File: src/rtl/hamming_pkg.sv
// Shared Hamming(7,4) definitions for the transmit encoder and the receive-side syndrome checker.
package hamming_pkg;

    localparam int K_DEF = 4;
    localparam int N_DEF = 7;
    localparam int M_DEF = 3;

    typedef logic [K_DEF-1:0] g_matrix_t [N_DEF-1:0];
    typedef logic [N_DEF-1:0] h_matrix_t [M_DEF-1:0];

    // Leftmost entry is row N-1; row r selects the data bits XORed into codeword bit r.
    localparam g_matrix_t G_DEF = '{4'b1000, 4'b0100, 4'b0010, 4'b1110, 4'b0001, 4'b1101, 4'b1011};

    // Column i holds the binary Hamming position i+1, so a single-bit error's syndrome names its position.
    localparam h_matrix_t H_DEF = '{7'b1111000, 7'b1100110, 7'b1010101};

    typedef enum logic {
        IDLE,
        SHIFT
    } state_t;

endpackage

File: src/rtl/hamming_gen_mod2.sv
// Combinational generator-matrix product cw = G*d mod 2.
module hamming_gen_mod2
    import hamming_pkg::*;
#(
    parameter int K = K_DEF,
    parameter int N = N_DEF,
    parameter logic [K-1:0] G [N-1:0] = G_DEF
) (
    input  logic [K-1:0] data,
    output logic [N-1:0] cw
);

    always_comb begin
        cw = '0;
        for (int r = 0; r < N; r++) begin
            cw[r] = ^(G[r] & data);
        end
    end

endmodule

File: src/rtl/hamming_encoder_tx.sv
// Hamming encoder with LSB-first serializer; define SECDED_EN to append an overall even-parity bit.
module hamming_encoder_tx
    import hamming_pkg::*;
#(
    parameter int K = K_DEF,
    parameter int N = N_DEF,
    parameter logic [K-1:0] G [N-1:0] = G_DEF,
`ifdef SECDED_EN
    localparam int N_OUT = N + 1
`else
    localparam int N_OUT = N
`endif
) (
    input  logic             clk,
    input  logic             rst_n,
    input  logic             in_valid,
    output logic             in_ready,
    input  logic [K-1:0]     in_data,
    output logic             ser_valid,
    input  logic             ser_ready,
    output logic             ser_data,
    output logic             ser_last,
    output logic [N_OUT-1:0] cw_out,
    output logic             cw_strobe
);

    localparam int CW = $clog2(N_OUT + 1);

    state_t           state;
    state_t           next_state;
    logic [CW-1:0]    cnt;
    logic [N_OUT-1:0] shreg;
    logic [N-1:0]     cw;
    logic [N_OUT-1:0] cw_full;
    logic             accept;
    logic             xfer;

    hamming_gen_mod2 #(
        .K(K),
        .N(N),
        .G(G)
    ) u_gen (
        .data(in_data),
        .cw  (cw)
    );

`ifdef SECDED_EN
    assign cw_full = {^cw, cw};
`else
    assign cw_full = cw;
`endif

    // in_ready is gated by rst_n so no word can be taken while reset is held.
    always_comb begin
        in_ready   = 1'b0;
        ser_valid  = 1'b0;
        ser_data   = 1'b0;
        ser_last   = 1'b0;
        next_state = state;
        if (state == IDLE) begin
            in_ready = rst_n;
        end else begin
            ser_valid = 1'b1;
            ser_data  = shreg[0];
            ser_last  = (cnt == CW'(N_OUT - 1));
        end
        accept = in_valid & in_ready;
        xfer   = ser_valid & ser_ready;
        case (state)
            IDLE:    if (accept) next_state = SHIFT;
            SHIFT:   if (xfer && ser_last) next_state = IDLE;
            default: next_state = IDLE;
        endcase
    end

    always_ff @(posedge clk) begin
        if (!rst_n) begin
            state     <= IDLE;
            cnt       <= '0;
            shreg     <= '0;
            cw_out    <= '0;
            cw_strobe <= 1'b0;
        end else begin
            state     <= next_state;
            cw_strobe <= 1'b0;
            if (accept) begin
                shreg     <= cw_full;
                cw_out    <= cw_full;
                cw_strobe <= 1'b1;
                cnt       <= '0;
            end else if (xfer) begin
                shreg <= shreg >> 1;
                cnt   <= ser_last ? '0 : cnt + CW'(1);
            end
        end
    end

endmodule
File: config.mk
export PLATFORM = sky130hd
export DESIGN_NAME = hamming_encoder_tx
export DESIGN_NICKNAME = d
export VERILOG_FILES = /design/src/rtl/hamming_pkg.sv /design/src/rtl/hamming_gen_mod2.sv /design/src/rtl/hamming_encoder_tx.sv
export SDC_FILE = /design/constraint.sdc
export NUM_CORES = 1
export LEC_CHECK = 0
export BUFFER_PORTS_ARGS = -buffer_cell sky130_fd_sc_hd__buf_2
export CORE_MARGIN = 8
export CORE_UTILIZATION = 45
export DETAILED_ROUTE_END_ITERATION = 10
export GPL_TIMING_DRIVEN = 0
export PLACE_DENSITY = 0.76
export SETUP_SLACK_MARGIN = 0.2
export SLEW_MARGIN = 20
export SYNTH_ARGS = -nofsm -noshare
export SYNTH_HDL_FRONTEND = slang
export SYNTH_SLANG_ARGS = --single-unit
File: constraint.sdc
create_clock -name clk -period 1.6 [get_ports clk]
set_clock_uncertainty 0.15 [all_clocks]
set_input_delay 0.16 -clock clk [delete_from_list [all_inputs] [get_ports clk]]
set_output_delay 0.16 -clock clk [all_outputs]
set_load 0.02 [all_outputs]
==> run_results.csv <==
group,metric,value,unit
hold_path,whs_path_depth,3,
clock_network,clkLatencyLatePin,290,ps
grt,grt_overflow,0,
worst_setup_path,r2r_slack,230,ps
timing,fin_crit,1420,ps
timing,worst_slack,178,ps
power,p_total,0.949,mW
drt,ant_nets,0,
timing,setup-tns-final,0,ps
synth,syn_nets,94,
worst_setup_path,worstPathMaxFanout,2,
clock_network,cts-root-buf,"clkbuf_4",
place,place_congestion,0.747,
finish,fillers,180,
run,cap_violations,0,
clock_network,clk_pin_slew,100,ps
grt,antenna_found_initial,0,
drt,drc_errors,0,
drt,wl_per_cell,13.4,um
clock_network,cts_buffers,3,
power,seq_power_share,54.7,%
synth,netlist_area,865,um^2
drt,dr.pass1.iters,4,
power,total_leakage_power,0.510,nW
timing,finalCritPeriodShare,88.9,%
clock_network,cts_tree,"yes",
worst_setup_path,r2r-end,"shreg[6]$_SDFFE_PN0P_",
synth,yosysUniqueCellTypes,29,
drt,drtIter0Drc,13,
place,port_buffers,17,
timing,rsz0062_at_grt,"yes",
worst_setup_path,crit_path_end_kind,"primary output",
hold_path,hp-class,"in -> reg",
power,clkPwrFrac,25.1,%
power,p_sw_share,27.7,%
synth,synth-async-reset-ratio,0,%
clock_network,cts.sinks,19,
floorplan,placementRows,16,
worst_setup_path,reg2reg_depth,4,
hold_path,holdCritStartpoint,"rst_n",
synth,ys.flop_type,"dfxtp_1",
worst_setup_path,cp_data_arrival_time,1110,ps
power,p_int,0.686,mW
timing,timing.hold.ws,11.6,ps
power,power.density,836,nW/um^2
drt,routed_via_density,5.11,
timing,setup-violations-final,0,
place,dp_hpwl,1290,um
finish,drive_gt1_share,39.5,%
timing,finalMaxSlewViolations,0,
synth,yosysTopAreaCellShare,44.0,%
drt,drt-total-wl,1890,um
synth,yosysWarnings,0,
grt,grt_pass1_wl,2980,um
finish,nets,125,
synth,synthCells,84,
grt,track_usage,11.0,%
floorplan,start_util,45.9,%
synth,ys_top_cells_by_count,"19 x dfxtp_1, 8 x nand3_1, 7 x a21oi_1, 7 x nand2_1",
worst_setup_path,critPathLaunchType,"register",
finish,diodes,0,
worst_setup_path,r2r_start,"state$_SDFF_PN0_",
timing,maxSlewHeadroom,84.2,%
floorplan,dieArea,3580,um^2
synth,synth-edff-count,0,
floorplan,die_y,59.8,um
synth,ys_ff_latch,19,
synth,synth.avg_cell_area,10.3,um^2
synth,ys_seq_area_share,44.0,%
timing,finalHoldViolations,0,
synth,synthTopCellsByArea,"dfxtp_1 44%, buf_6 5.2%, nand3_1 4.6%",
finish,final_cells,141,
place,placedCellCount,128,
timing,max_clock_freq,703,MHz
power,p_comb_share,20.2,%
floorplan,design.core.area,1880,um^2
floorplan,chipWidth,59.8,um
power,peakVddDrop,0.471,mV
status,status,"finished, final reports clean",
worst_setup_path,required,1290,ps
finish,syn_to_final_growth,31.3,%
drt,num_vias,720,
grt,grt_pass1_vias,639,
timing,worstMarginPinSlew,236,ps
worst_setup_path,worstSetupPathType,"reg -> out",
floorplan,io-pin-count,20,
synth,synth_top_area_cell,"dfxtp_1",
hold_path,worst_hold_path.endpoint,"cnt[1]$_SDFFE_PP0P_",
place,place_ws,278,ps
power,p_sw,0.263,mW
clock_network,htreeDepth,1,
clock_network,clock_path_buffers,2,
grt,grt_max_degree,12,
synth,yosysMostFrequentCell,"dfxtp_1",
worst max-delay path, cell delays in order, from the launching register on:
cell and delay (ps):
dfxtp_2 350, inv_2 40, ha_4 140, and3_4 160, buf_6 120
worst max path at each step:
| stage | startpoint | endpoint | slack (ps) |
|---|---|---|---|
| final | cnt[0]$_SDFFE_PP0P_ | ser_last | 180 |
| after detailed placement | cnt[0]$_SDFFE_PP0P_ | cnt[1]$_SDFFE_PP0P_ | 280 |
| after global routing | cnt[0]$_SDFFE_PP0P_ | ser_last | 140 |
| after CTS | cnt[0]$_SDFFE_PP0P_ | ser_last | 170 |
| after global placement | state$_SDFF_PN0_ | shreg[6]$_SDFFE_PN0P_ | 300 |
| after floorplan | state$_SDFF_PN0_ | shreg[0]$_SDFFE_PN0P_ | 270 |
logic make-up after synthesis:
group	count (synthesis)	synth area share [%]
adder cells (fa/ha/maj)	2	2.89
AND/OR/NAND/NOR	26	16.9
flip-flops	19	44.0
buffers and inverters	8	8.97
multiplexers	1	1.30
AO/OA/AOI/OAI	24	20.1
XOR/XNOR	4	5.79
power by group through the flow:
stage	logic [mW]	clock network [mW]	registers (mW)
after global routing	0.209	0.268	0.523
final	0.192	0.238	0.519
after CTS	0.187	0.250	0.518
after floorplan	0.101	0	0.548
after global placement	0.169	0	0.529
after detailed placement	0.171	0	0.530
layer usage:
layer / vias up / wire length [um] / GRT usage, %
li1: 363 / - / -
met1: 339 / 819 / 13.2
met2: 16 / 933 / 17.5
met3: 2 / 127 / 4.52
met4: 0 / 10 / 3.06
met5: - / 0 / 0
cells in the final DEF (no fill, tap or decap), types with 2 or more instances in the layout:
cell type	n
nor2_1	4
o21ai_1	3
xor2_1	2
buf_6	5
dfxtp_1	16
a22o_1	4
dlygate4sd3_1	4
nand2_1	7
o221ai_1	2
dfxtp_2	3
nand3_1	8
clkbuf_4	3
a211o_1	2
buf_2	15
buf_4	7
a21oi_1	7
state kept, by name (all words and copies together), names as in the netlist:
signal and count:
cnt 3, cw_out 7, cw_strobe 1, shreg 7, state 1
per-stage QoR:
| step | utilization [%] | area (um^2) |
|---|---|---|
| 4_1_cts | 58.9 | 1110 |
| 2_1_floorplan | - | 865 |
| 3_5_place_dp | 52.3 | 983 |
| 6_report | 60.3 | 1130 |
| 5_1_grt | 60.3 | 1130 |
| 3_3_place_gp | 52.3 | 983 |
repair_timing:
item | CTS | global route
hold buffers | 4 | 0
pin swaps | 1 | 0
gates cloned | 0 | 0
endpoints found under the hold margin | 9 | 0
resized for setup | 9 | 5
buffers inserted | 4 | 1
endpoints found under the setup margin | 2 | 6
area by class of cell:
class / count / area [um^2] / share of cell area (%)
plain buffers: 5 / 52.6 / 4.63
inverters: 3 / 25.0 / 2.21
multi-input cells: 57 / 440 / 38.8
repair buffers: 26 / 171 / 15.1
clock inverters: 1 / 5.00 / 0.441
flip-flops and latches: 19 / 384 / 33.8
clock buffers: 3 / 22.5 / 1.98
well taps: 27 / 33.8 / 2.98
Note: power is estimated with default switching activity, not from simulation.
